<file path="config.mk">
export PLATFORM = sky130hd
export DESIGN_NAME = debounce_filter_multi
export DESIGN_NICKNAME = d
export VERILOG_FILES = /design/src/rtl/debounce_filter_multi.sv
export SDC_FILE = /design/constraint.sdc
export NUM_CORES = 1
export LEC_CHECK = 0
export ABC_AREA = 1
export CORE_ASPECT_RATIO = 0.5
export CORE_MARGIN = 2
export CORE_UTILIZATION = 55
export DETAILED_ROUTE_END_ITERATION = 7
export GPL_ROUTABILITY_DRIVEN = 0
export PLACE_DENSITY = 0.79
export SKIP_CTS_REPAIR_TIMING = 1
export SLEW_MARGIN = 20
export SYNTH_ARGS = -nofsm -noshare
export SYNTH_HDL_FRONTEND = slang
export SYNTH_SLANG_ARGS = --single-unit
</file>
<file path="constraint.sdc">
create_clock -name clock -period 5.05 [get_ports clock]
set_clock_uncertainty 0.05 [all_clocks]
set_input_delay 1.01 -clock clock [delete_from_list [all_inputs] [get_ports clock]]
set_output_delay 1.01 -clock clock [all_outputs]
set_load 0.01 [all_outputs]
</file>
<file path="src/rtl/debounce_filter_multi.sv">
// Multi-channel input debouncer: per-channel synchroniser and stability counter,
// registered rise/fall strobes, and a shared saturating count of rejected glitches.
module debounce_filter_multi #(
    parameter int CHANNELS      = 3,
    parameter int STABLE_CYCLES = 16,
    parameter int CNT_WIDTH     = 8,
    parameter int SYNC_STAGES   = 2,
    parameter int GLITCH_WIDTH  = 16
) (
    input  logic                    clock,
    input  logic                    reset,
    input  logic                    enable,
    input  logic [CHANNELS-1:0]     in,
    input  logic                    glitch_clr,
    output logic [CHANNELS-1:0]     out,
    output logic [CHANNELS-1:0]     rise,
    output logic [CHANNELS-1:0]     fall,
    output logic [GLITCH_WIDTH-1:0] glitch_count
);

    localparam int EVW  = $clog2(CHANNELS + 1);
    localparam int SUMW = GLITCH_WIDTH + EVW;
    localparam logic [CNT_WIDTH-1:0] LAST = CNT_WIDTH'(STABLE_CYCLES - 1);
    localparam logic [SUMW-1:0]      GMAX = SUMW'({GLITCH_WIDTH{1'b1}});

    logic [CHANNELS-1:0]     sync_q [SYNC_STAGES];
    logic [CHANNELS-1:0]     s;
    logic [CNT_WIDTH-1:0]    cnt_q  [CHANNELS];
    logic [CNT_WIDTH-1:0]    cnt_d  [CHANNELS];
    logic [CHANNELS-1:0]     out_d;
    logic [CHANNELS-1:0]     rise_d;
    logic [CHANNELS-1:0]     fall_d;
    logic [CHANNELS-1:0]     glitch_ev;
    logic [EVW-1:0]          ev_count;
    logic [SUMW-1:0]         gsum;
    logic [GLITCH_WIDTH-1:0] glitch_d;

    assign s = sync_q[SYNC_STAGES-1];

    // A counter that is non-zero while s agrees with out means the input
    // returned before committing: that is a rejected glitch.
    always_comb begin
        out_d     = out;
        rise_d    = '0;
        fall_d    = '0;
        glitch_ev = '0;
        for (int i = 0; i < CHANNELS; i++) begin
            cnt_d[i] = '0;
            if (enable) begin
                if (s[i] != out[i]) begin
                    if (cnt_q[i] == LAST) begin
                        out_d[i]  = s[i];
                        rise_d[i] = s[i];
                        fall_d[i] = ~s[i];
                    end else begin
                        cnt_d[i] = cnt_q[i] + 1'b1;
                    end
                end else if (cnt_q[i] != '0) begin
                    glitch_ev[i] = 1'b1;
                end
            end
        end
    end

    // Saturating add of this cycle's glitch events; clear has priority.
    always_comb begin
        ev_count = '0;
        for (int i = 0; i < CHANNELS; i++) begin
            ev_count = ev_count + EVW'(glitch_ev[i]);
        end
        gsum = SUMW'(glitch_count) + SUMW'(ev_count);
        if (glitch_clr) begin
            glitch_d = '0;
        end else if (gsum > GMAX) begin
            glitch_d = '1;
        end else begin
            glitch_d = gsum[GLITCH_WIDTH-1:0];
        end
    end

    always_ff @(posedge clock) begin
        if (reset) begin
            for (int k = 0; k < SYNC_STAGES; k++) begin
                sync_q[k] <= '0;
            end
            for (int i = 0; i < CHANNELS; i++) begin
                cnt_q[i] <= '0;
            end
            out          <= '0;
            rise         <= '0;
            fall         <= '0;
            glitch_count <= '0;
        end else begin
            sync_q[0] <= in;
            for (int k = 1; k < SYNC_STAGES; k++) begin
                sync_q[k] <= sync_q[k-1];
            end
            for (int i = 0; i < CHANNELS; i++) begin
                cnt_q[i] <= cnt_d[i];
            end
            out          <= out_d;
            rise         <= rise_d;
            fall         <= fall_d;
            glitch_count <= glitch_d;
        end
    end

endmodule

</file>
### After elaboration in Yosys (flattened, before gate mapping)

Memories as Yosys holds them, arrays and structs flattened.
Cells that the tools add are included.

| operators by class | value |
|---|---|
| order comparisons | 1 |
| muxes and demuxes | 27 |
| bitwise logic cells | 15 |
| equality and inequality tests | 6 |
| add/subtract/negate cells | 6 |
| reductions and logical operators | 10 |

Operator list:

| cell | number |
|---|---|
| 8-bit 2-to-1 mux | 12 |
| 8-bit by 1-bit adder with 8-bit output (second input constant) | 3 |
| 8-bit by 4-bit == test with 1-bit output (second input constant) | 3 |
| 8-bit nonzero test | 3 |
| 16-bit by 2-bit adder with 17-bit output | 1 |
| 17-bit by 16-bit > comparator with 1-bit output (second input constant) | 1 |
| 16-bit 2-to-1 mux | 1 |
| 1-bit 2-to-1 mux | 12 |
| 4-bit OR reduction | 3 |
| 1-bit inverter | 10 |
| 3-bit AND reduction | 3 |
| 3-bit 2-to-1 mux | 2 |
| 1-bit OR | 5 |
| 1-bit != test | 3 |
| 1-bit by 1-bit adder with 2-bit output | 1 |
| 2-bit by 1-bit adder with 2-bit output | 1 |
| 2-bit OR reduction | 1 |

| storage, ports and cells | value |
|---|---|
| logic and storage cells | 77 |
| bits in registers | 25 |
| output and inout bits | 25 |
| bits of input ports | 7 |
| memories kept | 2 |
| memory bits (writable) | 30 |

Memory list:

| memory | words | width | rd ports | clocked after Yosys merged registers in | write ports | RTL line | RTL |
|---|---|---|---|---|---|---|---|
| cnt_q | 3 | 8 | 3 | 0 | 3 | 28 | `logic [CNT_WIDTH-1:0] cnt_q [CHANNELS];` |
| sync_q | 2 | 3 | 2 | 0 | 2 | 26 | `logic [CHANNELS-1:0] sync_q [SYNC_STAGES];` |

### Depth between registers and ports, before layout

An unclocked memory read counts as a cell.

| logic depth | value |
|---|---|
| word-level depth | 10 |
| depth in mapped cells | 16 |
| mapped depth without buffers | 16 |

### Worst setup path after synthesis

Ideal clock, no wire load.

| timing | value |
|---|---|
| path type | in2reg |
| start | input port enable |
| end | register glitch_count[10] |
| cell stages on the path | 12 |
| data arrival time | 3.016 ns |
| setup time | 0.071 ns |
| buffers on the path | 1 |
| slack | 1.913 ns |
| required time | 4.929 ns |
| cells stage by stage | inv_2 > nor2_1 > o41ai_1 > fa_1 > inv_1 > ha_1 > inv_1 > fa_1 > nor2_4 > nand4_4 > buf_6 > a21oi_2 |

| between the ends | value |
|---|---|
| cells in the longest elaborated chain, start to end | 6 |
| elaborated cells on any way between the ends | 8 |
| those cells by class | 3 x add/sub; 1 x order compare; 4 x mux |

RTL lines:

| item | RTL line | RTL |
|---|---|---|
| start, declared | 12 | `input logic enable,` |
| 1-bit 2-to-1 mux | 49 | `if (enable) begin` |
| 1-bit by 1-bit adder with 2-bit output | 69 | `ev_count = ev_count + EVW'(glitch_ev[i]);` |
| 2-bit by 1-bit adder with 2-bit output (*) | 69 |  |
| 16-bit by 2-bit adder with 17-bit output (*) | 71 | `gsum = SUMW'(glitch_count) + SUMW'(ev_count);` |
| 17-bit by 16-bit > comparator with 1-bit output | 74 | `end else if (gsum > GMAX) begin` |
| 16-bit 2-to-1 mux (*) | 74 |  |
| end signal, assigned | 104 | `glitch_count <= glitch_d;` |
| end, declared | 18 | `output logic [GLITCH_WIDTH-1:0] glitch_count` |

Every way passes the cells marked *; elsewhere a longest branch is shown, timed or not.
A chain may end at the register's enable or synchronous reset.

### Final worst setup path

| timing | value |
|---|---|
| start | input port enable |
| end | register glitch_count[13] |

Same word-level chain as after synthesis.

==> results.toml <==
[die]
rows = 17
core-area_um2 = 4403
die_w_um = 99.87
fp.dieArea_um2 = 5186
io_pins = 32
initial_core_util_pct = 57.40
fp.dieH_um = 51.94

[global_routing]
antenna_found_initial = 0
grt_pass1_vias = 1974
grt_first_pass_wirelength_um = 8480
gr-total-overflow = 0
grt_max_degree = 17
track_usage_pct = 21.41

[synthesis]
synth_area_um2 = 2527
synth_edf_count = 0
syn_inst = 317
yosysWarnings = 0
syn-num-nets = 334
synth_most_common_cell = "nor2_1"
ys_seq_area_share_pct = 43.56
synth_area_leader_cell = "dfxtp_1"
synth_top_area_share_pct = 43.56
synth-main-ff-cell = "dfxtp_1"
synth.distinct_cells = 29
syn_area_per_cell_um2 = 7.973
async_flop_share_pct = 0
synth.top_cells.by_count = "nor2_1, dfxtp_1, inv_1"
yosys-top-cells-area = "dfxtp_1, nor2_1, inv_1"
ys_ff_latch = 55

[cts]
clk-insertion-delay-late_ns = 0.32
cts_inserted_buffers = 5
tritoncts = "built"
cts_sinks = 55
clock-root-buffer = "clkbuf_8"
clk_pin_slew_worst_paths_ns = 0.09
cts_buffer_depth = 2
cts-htree-levels = 2

[placement]
dp_hpwl_um = 3659
pre_cts_ws_ns = 1.031
placed_area_um2 = 2890
io_buffers = 31

[sta]
worst_pin_slew_ns = 0.5705
slew_headroom_pct = 61.93
final-hold-violation-count = 0
setup_viol = 0
drv_slew = 0
fin_crit_sh_pct = 73.16
setup_ws_ns = 1.356
tns_ns = 0
rsz0062_at_grt = "false"
hold_slack_ns = 0.3561
period_needed_ns = 3.694
max_freq_mhz = 270.7

[setup_path]
crit_path_max_fanout = 16
worstReg2RegStart = "cnt_q[0][20]"
startpoint_type = "input port"
reg2reg_depth = 13
timing.rr.end = "glitch_count[13]"
cp.required_ns = 5.26
critPathLaunch = "enable"
r2r_slack_ns = 1.87
endpoint = "glitch_count[13]"
endpoint_kind = "flop"
setup.worst_path.class = "input port to flop"
crit_arrival_ns = 3.91

[detailed_routing]
wl_per_cell_um = 11.94
drt_wl_total_um = 4894
dr.pass1.iters = 6
ant_nets = 0
drc = 0
vias_per_cell = 4.915
vias = 2015
drt_iter0_drc = 46

[cells_and_area]
layout-drive-gt1-share_pct = 8.782
design_area_um2 = 3023
final_nets = 369
antennaDiodeCount = 0
area_growth_pct = 19.60

[status]
outcome = "finished, final reports clean"

[power]
vdd_drop_max_v = 0.0001437
p_per_area_nw_per_um2 = 263.9
power.leakage_nw = 1.158
fin_total_pwr_w = 0.0007978

[run]
drv_cap = 0

[worst_hold_path]
hp-class = "flop to flop"
cell usage in the layout, fill, tap and decap left out, types with 3 or more instances in the layout:
master	count
dfxtp_1	55
nand2_2	3
o21ai_1	7
xor2_1	19
clkbuf_8	5
xnor2_1	9
ha_1	8
clkdlybuf4s50_1	31
nand3_1	25
a21oi_1	4
nor2_1	60
inv_1	47
nor2_2	3
a21oi_2	10
nand2_1	45
nand4_1	3
cell type report:
class	instances	area [um^2]
clock buffers	6	72.57
clock inverters	2	60.06
fillers	364	1380
inverters	48	180.2
multi-input cells	211	1227
flip-flops and latches	55	1101
well taps	57	71.32
repair buffers	31	310.3
critical path, stage by stage:
cell             delay, ns
clkdlybuf4s50_1       0.55
inv_2                 0.10
nor2_1                0.12
o41ai_1               0.09
fa_1                  0.44
inv_1                 0.07
ha_1                  0.16
inv_1                 0.06
fa_1                  0.44
nor2_4                0.24
nand4_4               0.32
nand3_1               0.19
nand2_1               0.06
inv_1                 0.05
metal layers:
layer / share of wire (%) / GRT usage, %
met2: 48 / 38.63
met1: 45 / 24.04
met3: 4.4 / 5.645
met4: 2.6 / 10.50
met5: 0 / 0
cells by family after synthesis:
group,share of synthesized area (%)
flops,43.56
fa+ha+maj,5.545
xor+xnor,9.703
buf+inv,7.871
compound gates,6.980
simple gates,26.34
how the worst min path moves through the flow:
stage | depth (start not counted) | to | from | slack (ns)
after detailed placement | 2 | sync_q[0][4] | sync_q[0][1] | 0.35
final | 2 | sync_q[0][5] | sync_q[0][2] | 0.36
after global placement | 2 | sync_q[0][5] | sync_q[0][2] | 0.34
after CTS | 2 | sync_q[0][4] | sync_q[0][1] | 0.36
after floorplan | 2 | sync_q[0][3] | sync_q[0][0] | 0.34
after global routing | 2 | sync_q[0][5] | sync_q[0][2] | 0.36
state kept, by name, summed over array words and instances (netlist names):
signal / count
sync_q: 6
glitch_count: 16
rise: 3
fall: 3
out: 3
cnt_q: 24
where the power goes:
| part | switching [W] | internal (W) | leakage, nW |
|---|---|---|---|
| Sequential | 0.00000155 | 0.000436 | 0.444 |
| Combinational | 0.0000121 | 0.00000778 | 0.648 |
| Clock | 0.000142 | 0.000198 | 0.0654 |
| Total | 0.000156 | 0.000642 | 1.16 |
metrics by stage:
step / utilization, % / std cells
after floorplan: - / 317
after global placement: 65.64 / 402
after detailed placement: 65.64 / 402
after CTS: 68.66 / 410
after global routing: 68.66 / 410
final: 68.66 / 410
Note: power is estimated with default switching activity, not from simulation.
